--- src/rtl/breathing_sequencer.sv ---
// Breathing-envelope sequencer for the RGB PWM path: preset select, triangular
// envelope FSM, duty scaling and glitch-free PWM on a shared counter.
module breathing_sequencer #(
   parameter int TICK_DIV   = 50000,
   parameter int ENV_MAX    = 255,
   parameter int HOLD_STEPS = 64
) (
   input  logic       clk,
   input  logic       rst_n,
   input  logic       en,
   input  logic       auto_mode,
   input  logic [1:0] sw,
   input  logic [7:0] R_time_in,
   input  logic [7:0] G_time_in,
   input  logic [7:0] B_time_in,
   output logic [1:0] sel_out,
   output logic [7:0] R_duty,
   output logic [7:0] G_duty,
   output logic [7:0] B_duty,
   output logic       R_pwm,
   output logic       G_pwm,
   output logic       B_pwm,
   output logic [7:0] env_out,
   output logic [2:0] state_out,
   output logic       cycle_done
);
   localparam int TW = $clog2(TICK_DIV);
   localparam int HW = $clog2(HOLD_STEPS + 1);
   localparam logic [TW-1:0] TICK_LAST = TW'(TICK_DIV - 1);
   localparam logic [HW-1:0] HOLD_LAST = HW'(HOLD_STEPS - 1);
   localparam logic [7:0]    ENV_TOP   = 8'(ENV_MAX);

   typedef enum logic [2:0] {
      IDLE    = 3'd0,
      RISE    = 3'd1,
      HOLD_HI = 3'd2,
      FALL    = 3'd3,
      HOLD_LO = 3'd4
   } state_t;

   state_t        state_reg, state_next;
   logic [7:0]    env_reg, env_next;
   logic [TW-1:0] tick_cnt_reg, tick_cnt_next;
   logic [HW-1:0] hold_cnt_reg, hold_cnt_next;
   logic          cycle_done_reg, cycle_done_next;
   logic          tick;
   logic [1:0]    sw_meta_reg, sw_sync_reg;
   logic [1:0]    sel_reg, sel_next;
   logic [7:0]    pwm_cnt_reg;

   assign tick = (state_reg != IDLE) && (tick_cnt_reg == TICK_LAST);

   always_comb begin
      state_next      = state_reg;
      env_next        = env_reg;
      tick_cnt_next   = tick_cnt_reg;
      hold_cnt_next   = hold_cnt_reg;
      cycle_done_next = 1'b0;
      if (state_reg != IDLE)
         tick_cnt_next = tick ? '0 : tick_cnt_reg + 1'b1;
      if (!en) begin
         state_next    = IDLE;
         env_next      = 8'd0;
         tick_cnt_next = '0;
         hold_cnt_next = '0;
      end else begin
         case (state_reg)
            IDLE: state_next = RISE;
            RISE: if (tick) begin
               env_next = env_reg + 8'd1;
               if (env_reg + 8'd1 == ENV_TOP) begin
                  state_next    = HOLD_HI;
                  hold_cnt_next = '0;
               end
            end
            HOLD_HI: if (tick) begin
               if (hold_cnt_reg == HOLD_LAST) begin
                  state_next    = FALL;
                  hold_cnt_next = '0;
               end else
                  hold_cnt_next = hold_cnt_reg + 1'b1;
            end
            FALL: if (tick) begin
               env_next = env_reg - 8'd1;
               if (env_reg == 8'd1)
                  state_next = HOLD_LO;
            end
            HOLD_LO: if (tick) begin
               if (hold_cnt_reg == HOLD_LAST) begin
                  state_next      = RISE;
                  hold_cnt_next   = '0;
                  cycle_done_next = 1'b1;
               end else
                  hold_cnt_next = hold_cnt_reg + 1'b1;
            end
            default: state_next = IDLE;
         endcase
      end
   end

   // Manual mode tracks the switches continuously; auto mode steps once per breath.
   assign sel_next = !auto_mode      ? sw_sync_reg :
                     cycle_done_next ? sel_reg + 2'd1 : sel_reg;

   always_ff @(posedge clk or negedge rst_n) begin
      if (!rst_n) begin
         state_reg      <= IDLE;
         env_reg        <= 8'd0;
         tick_cnt_reg   <= '0;
         hold_cnt_reg   <= '0;
         cycle_done_reg <= 1'b0;
         sw_meta_reg    <= 2'd0;
         sw_sync_reg    <= 2'd0;
         sel_reg        <= 2'd0;
         pwm_cnt_reg    <= 8'd0;
      end else begin
         state_reg      <= state_next;
         env_reg        <= env_next;
         tick_cnt_reg   <= tick_cnt_next;
         hold_cnt_reg   <= hold_cnt_next;
         cycle_done_reg <= cycle_done_next;
         sw_meta_reg    <= sw;
         sw_sync_reg    <= sw_meta_reg;
         sel_reg        <= sel_next;
         pwm_cnt_reg    <= (pwm_cnt_reg == 8'd254) ? 8'd0 : pwm_cnt_reg + 8'd1;
      end
   end

   logic [7:0] time_in [3];
   logic [7:0] duty_reg [3];
   logic [7:0] shadow_reg [3];
   logic       pwm_reg [3];
   logic [8:0] env_plus;

   assign time_in[0] = R_time_in;
   assign time_in[1] = G_time_in;
   assign time_in[2] = B_time_in;
   assign env_plus   = {1'b0, env_reg} + 9'd1;

   for (genvar gi = 0; gi < 3; gi++) begin : g_chan
      logic [15:0] prod;
      logic [7:0]  duty_eff;

      // env+1 makes the peak envelope pass time_in through unchanged.
      assign prod     = {8'd0, time_in[gi]} * {7'd0, env_plus};
      assign duty_eff = (pwm_cnt_reg == 8'd0) ? duty_reg[gi] : shadow_reg[gi];

      always_ff @(posedge clk or negedge rst_n) begin
         if (!rst_n) begin
            duty_reg[gi]   <= 8'd0;
            shadow_reg[gi] <= 8'd0;
            pwm_reg[gi]    <= 1'b0;
         end else begin
            duty_reg[gi]   <= (state_reg == IDLE) ? 8'd0 : 8'(prod >> 8);
            shadow_reg[gi] <= duty_eff;
            pwm_reg[gi]    <= pwm_cnt_reg < duty_eff;
         end
      end
   end

   assign sel_out    = sel_reg;
   assign env_out    = env_reg;
   assign state_out  = state_reg;
   assign cycle_done = cycle_done_reg;
   assign R_duty     = duty_reg[0];
   assign G_duty     = duty_reg[1];
   assign B_duty     = duty_reg[2];
   assign R_pwm      = pwm_reg[0];
   assign G_pwm      = pwm_reg[1];
   assign B_pwm      = pwm_reg[2];
endmodule

--- config.mk ---
export PLATFORM = sky130hd
export DESIGN_NAME = breathing_sequencer
export DESIGN_NICKNAME = d
export VERILOG_FILES = /design/src/rtl/breathing_sequencer.sv
export SDC_FILE = /design/constraint.sdc
export NUM_CORES = 1
export LEC_CHECK = 0
export CAP_MARGIN = 20
export CORE_MARGIN = 3
export CORE_UTILIZATION = 33
export CTS_CLUSTER_SIZE = 30
export DETAILED_ROUTE_END_ITERATION = 12
export PLACE_DENSITY = 0.59
export SLEW_MARGIN = 20
export SYNTH_ARGS = -nofsm -noshare
export SYNTH_HDL_FRONTEND = slang
export SYNTH_SLANG_ARGS = --single-unit
--- constraint.sdc ---
create_clock -name clk -period 5.7 [get_ports clk]
set_input_delay 1.425 -clock clk [delete_from_list [all_inputs] [get_ports clk]]
set_output_delay 1.425 -clock clk [all_outputs]
set_load 0.01 [all_outputs]
==> results.md <==
- The flow ran to the end, and the final reports show no timing, DRC or antenna violations.
- In this run, the number of DRC markers left after iteration 0 of detailed routing was 415.
- In this design, the stage delay of the slowest critical-path cell is 610 ps.
- The number of cells produced by synthesis is 1218.
- The number of nets in the synthesized netlist is 1494.
- The async set-or-reset flop fraction in the synthesized netlist is 100%.
- Static timing analysis puts the maximum clock frequency at 182 MHz.
- The critical path starts at R_time_in[2].
- Compared with the post-synthesis result, the final layout area differs by 18.7%.
- Summing all placed instances gives a cell area of 13100 um2.
- The clock reaches the later pin of the worst-skew pair after 360 ps.
- The layout filler cell count is 3398.
- Setup repair after global routing left no endpoint under its margin.
- The worst setup path endpoint is R_duty[5].
- The most used flip-flop cell after synthesis is sky130_fd_sc_hd__dfrtp_1.
- The critical path crosses 14 cells after its start point.
- The final total negative setup slack is 0 ps.
- Hold repair after CTS inserted 0 buffers.
- The buffer and inverter count on the worst path is 3.
- The net count of the finished layout is 1612.
- The detailed-route DRC error count is 0.
- The average detailed-routed wire length per instance is 15.6 um.
- The largest buffer count on any clock path is 2.
- The largest clock skew in the final design is 5.78 ps.
- The clock period minus worst slack is 5500 ps.
- The number of nets with antenna violations after routing is 0.
- In this run the most critical hold path is launched from sw_meta_reg[1].
- After clock tree synthesis, the clock-pin slew on the worst setup and hold paths is 70 ps.
- The number of library cell types mapped by synthesis is 69.
- The startpoint-to-endpoint class of the critical path is input port to register.
- TritonCTS built the clock tree.
- The worst register-to-register path begins at env_out[2].
- The relative max-transition margin is 25.7%.
- The final weighted congestion of routability-driven global placement is 0.833.
- The length of the first detailed-routing pass in iterations is 4.
- The number of global-route vias before repair is 9298.
- The placed wire-length estimate is 22100 um.
- The final hold violation count is 0.
- Entering global routing, the biggest net connects 68 pins.
- The first global-routing pass estimated 47200 um of wire.
- In this run the vertical extent of the chip is 192 um.
- The cell taking the most area after synthesis is sky130_fd_sc_hd__dfrtp_1.
- Along the worst path, the maximum fanout reaches 7.
- The power per cell area is 120 nW/um2.
- The via density per instance is 4.91.
- The required time of the worst setup path is 5950 ps.
- Traced cell by cell, the critical path runs through clkdlybuf4s50_1 > and3_1 > fa_1 > fa_1 > fa_1 > inv_1 > fa_1 > inv_1 > ha_1 > and3_1 > a21oi_1 > a31oi_1 > or3_1 > and3_1.
- The worst hold slack is 350 ps.
- The tree is rooted in a sky130_fd_sc_hd__clkbuf_16.
- The share of the synthesized area in the top cell type is 21.9%.
- The fraction of layout instances using a drive strength above 1 is 8.87%.
- The top-level port count is 71.
- The average cell area after synthesis is 9.38 um2.
- Input and output buffers added on the ports amount to 70.
- Among the stages of the critical path, the cell type that occurs most often is sky130_fd_sc_hd__fa_1.
- The final wirelength is 27900 um.
- Once the floorplan was initialized, standard cells occupied 33.7% of the core.
- Across every metal layer, demand over resource in global routing totals 15.8%.
- The fraction of the yosys area taken by sequential cells is 21.9%.
- The worst reg2reg path depth is 17.
- The number of rows created at floorplan is 67.
- The tightest min-delay check is of the register to register type.
- The H-tree depth reported by CTS is 3.
- The slowest stage of the critical path belongs to the cell sky130_fd_sc_hd__clkdlybuf4s50_1.
- The worst setup path is launched from an input port.
- The total count of max-transition violations in the final report came to 0.
- For this block, the via count after detailed routing is 8783.
- The overall die width is 192 um.
- The utilization after layout is 40.0%.
- The reg-to-reg setup timing slack is 330 ps.
- 0 antenna diodes ended up in the layout.
- The kind of cell adding the most delay to the critical path is adder cells.
- The post-layout instance count excluding filler cells is 1789.
- The total setup buffers inserted after CTS is 0.
- The register with the most flip-flops in the layout has 24 of them.
- The number of synthesized flops with an enable pin is 0.
- The area of the die is 36900 um2.
- The clock net in this run drives a total of 100 sinks.
- The CTS buffer count is 9.
- The placeable core region is 33900 um2.
- Setup violations remaining at the end of the flow were counted as 0.
- The capture instance of the worst register-to-register path is R_duty[5].
- Counting tap cells, the placed design contains a total of 1773 instances.
- VDD sags by at most 0.000144 V.
- The area of the mapped netlist is 11400 um2.
- Synthesis inferred 100 register bits.
- The number of antenna violations at the first check in global routing is 1.
- The leakage power of the design is 7.38 nW.
- STA classifies the critical path endpoint as a register.
- The final non-filler cell area is 13600 um2.
- The max-capacitance violation count is 0.
- In the post-synthesis netlist, the biggest area contributors are sky130_fd_sc_hd__dfrtp_1 (22%), sky130_fd_sc_hd__fa_1 (21%), sky130_fd_sc_hd__ha_1 (14%), sky130_fd_sc_hd__and2_1 (7.4%), sky130_fd_sc_hd__inv_1 (5.5%).
- The Yosys step of the flow raised 0 warnings.
- The post-route fraction of the period consumed by the critical path is 96.6%.
- For this run the aggregate overflow at the end of global routing stands at 0.
- The transition time at the pin with the least slew margin is 1100 ps.
- STA puts the critical path data arrival time at 5750 ps.
cell families (layout without fill, tap and decap cells):
kind of cell               count (synthesis)  after routing  share of synthesized area (%)
xor gates and xnor gates                  44             44                           3.37
AOI/OAI and AO/OA                        156            156                           9.11
buffers and inverters                    205            328                           6.78
muxes                                     32             32                           2.88
adders and majority gates                246            246                           34.8
and+or+nand+nor                          435            435                           21.1
DFF                                      100            100                           21.9
cells in the mapped netlist, types with 3 or more instances:
| library cell | instances |
|---|---|
| sky130_fd_sc_hd__clkbuf_1 | 28 |
| sky130_fd_sc_hd__buf_2 | 4 |
| sky130_fd_sc_hd__o21a_1 | 13 |
| sky130_fd_sc_hd__a21o_1 | 24 |
| sky130_fd_sc_hd__xor2_1 | 12 |
| sky130_fd_sc_hd__nor4_1 | 3 |
| sky130_fd_sc_hd__nand2_1 | 82 |
| sky130_fd_sc_hd__mux2_2 | 3 |
| sky130_fd_sc_hd__nor2_1 | 53 |
| sky130_fd_sc_hd__nor2b_1 | 19 |
| sky130_fd_sc_hd__nand2b_1 | 5 |
| sky130_fd_sc_hd__nand3_1 | 29 |
| sky130_fd_sc_hd__and4_1 | 3 |
| sky130_fd_sc_hd__or3_1 | 9 |
| sky130_fd_sc_hd__nor3_1 | 25 |
| sky130_fd_sc_hd__nor3b_1 | 7 |
| sky130_fd_sc_hd__buf_1 | 5 |
| sky130_fd_sc_hd__a211oi_1 | 9 |
| sky130_fd_sc_hd__o22ai_1 | 3 |
| sky130_fd_sc_hd__and2_1 | 135 |
| sky130_fd_sc_hd__and3_1 | 37 |
| sky130_fd_sc_hd__nand3b_1 | 3 |
| sky130_fd_sc_hd__ha_1 | 126 |
| sky130_fd_sc_hd__mux2i_1 | 28 |
| sky130_fd_sc_hd__dfrtp_1 | 100 |
| sky130_fd_sc_hd__o21ai_1 | 17 |
| sky130_fd_sc_hd__o211ai_1 | 4 |
| sky130_fd_sc_hd__o21bai_1 | 4 |
| sky130_fd_sc_hd__and4b_1 | 4 |
| sky130_fd_sc_hd__a21oi_1 | 36 |
| sky130_fd_sc_hd__xnor2_1 | 32 |
| sky130_fd_sc_hd__fa_1 | 120 |
| sky130_fd_sc_hd__o21ai_0 | 10 |
| sky130_fd_sc_hd__inv_1 | 166 |
| sky130_fd_sc_hd__o31ai_1 | 8 |
| sky130_fd_sc_hd__a31oi_1 | 7 |
| sky130_fd_sc_hd__nand4_1 | 4 |
what timing repair did:
action                     CTS  global route
pin swaps                    0             3
gates resized for setup      2            17
hold endpoints to repair     0             0
setup endpoints to repair    3            12
worst reg2reg max path: stages, from the launching register on:
cell	delay [ps]
sky130_fd_sc_hd__dfrtp_1	490
sky130_fd_sc_hd__nand3_1	240
sky130_fd_sc_hd__nor3_1	280
sky130_fd_sc_hd__xor2_1	350
sky130_fd_sc_hd__buf_12	230
sky130_fd_sc_hd__and2_1	180
sky130_fd_sc_hd__fa_1	450
sky130_fd_sc_hd__fa_1	470
sky130_fd_sc_hd__fa_1	560
sky130_fd_sc_hd__inv_1	60
sky130_fd_sc_hd__fa_1	530
sky130_fd_sc_hd__inv_1	40
sky130_fd_sc_hd__ha_1	330
sky130_fd_sc_hd__and3_1	160
sky130_fd_sc_hd__a21oi_1	260
sky130_fd_sc_hd__a31oi_1	150
sky130_fd_sc_hd__or3_1	310
sky130_fd_sc_hd__and3_1	180
cells in the final DEF, fill, tap and decap left out, types with 28 or more instances in the layout:
| master | synthesis | routed |
|---|---|---|
| sky130_fd_sc_hd__a21oi_1 | 36 | 36 |
| sky130_fd_sc_hd__and2_1 | 135 | 135 |
| sky130_fd_sc_hd__and3_1 | 37 | 37 |
| sky130_fd_sc_hd__buf_4 | 0 | 72 |
| sky130_fd_sc_hd__clkdlybuf4s50_1 | 0 | 60 |
| sky130_fd_sc_hd__dfrtp_1 | 100 | 100 |
| sky130_fd_sc_hd__fa_1 | 120 | 120 |
| sky130_fd_sc_hd__ha_1 | 126 | 126 |
| sky130_fd_sc_hd__inv_1 | 166 | 166 |
| sky130_fd_sc_hd__mux2i_1 | 28 | 28 |
| sky130_fd_sc_hd__nand2_1 | 82 | 81 |
| sky130_fd_sc_hd__nand3_1 | 29 | 28 |
| sky130_fd_sc_hd__nor2_1 | 53 | 53 |
| sky130_fd_sc_hd__xnor2_1 | 32 | 31 |
power breakdown:
group	total, mW	internal, mW	switching, mW
logic	0.178	0.0697	0.108
clock network	0.723	0.433	0.291
registers	0.730	0.717	0.0127
how the worst min path moves through the flow:
stage | to | slack (ps) | depth (start not counted)
finish | sw_sync_reg[1] | 350 | 0
global route | sw_sync_reg[1] | 360 | 0
floorplan | sw_sync_reg[0] | 330 | 0
detailed placement | sw_sync_reg[1] | 340 | 0
CTS | sw_sync_reg[1] | 350 | 0
global placement | sw_sync_reg[1] | 330 | 0
final cells by class:
type                       instances  area [um2]  area share, %
multi-input combinational        913        8210           60.5
inverter                         168         631           4.65
sequential                       100        2500           18.5
clock buffer                       9         225           1.66
tap                              448         561           4.13
clock inverter                     7         121          0.895
timing repair buffer             144        1310           9.66
per-stage QoR:
stage | setup WS, ps | total power, mW
floorplan | 260 | 0.821
global placement | -410 | 0.922
detailed placement | -487 | 0.926
CTS | 7.74 | 1.66
global route | 12.8 | 1.71
finish | 197 | 1.63
routing by layer:
layer	share of wire, %	GRT usage (%)	vias up	routed length (um)
li1	-	-	4257	-
met1	48	21.8	4383	13500
met2	47	26.4	107	13000
met3	3.5	2.28	34	963
met4	1.7	3.67	2	465
met5	0.047	0	-	13
Power figures use the tool's default switching activity.
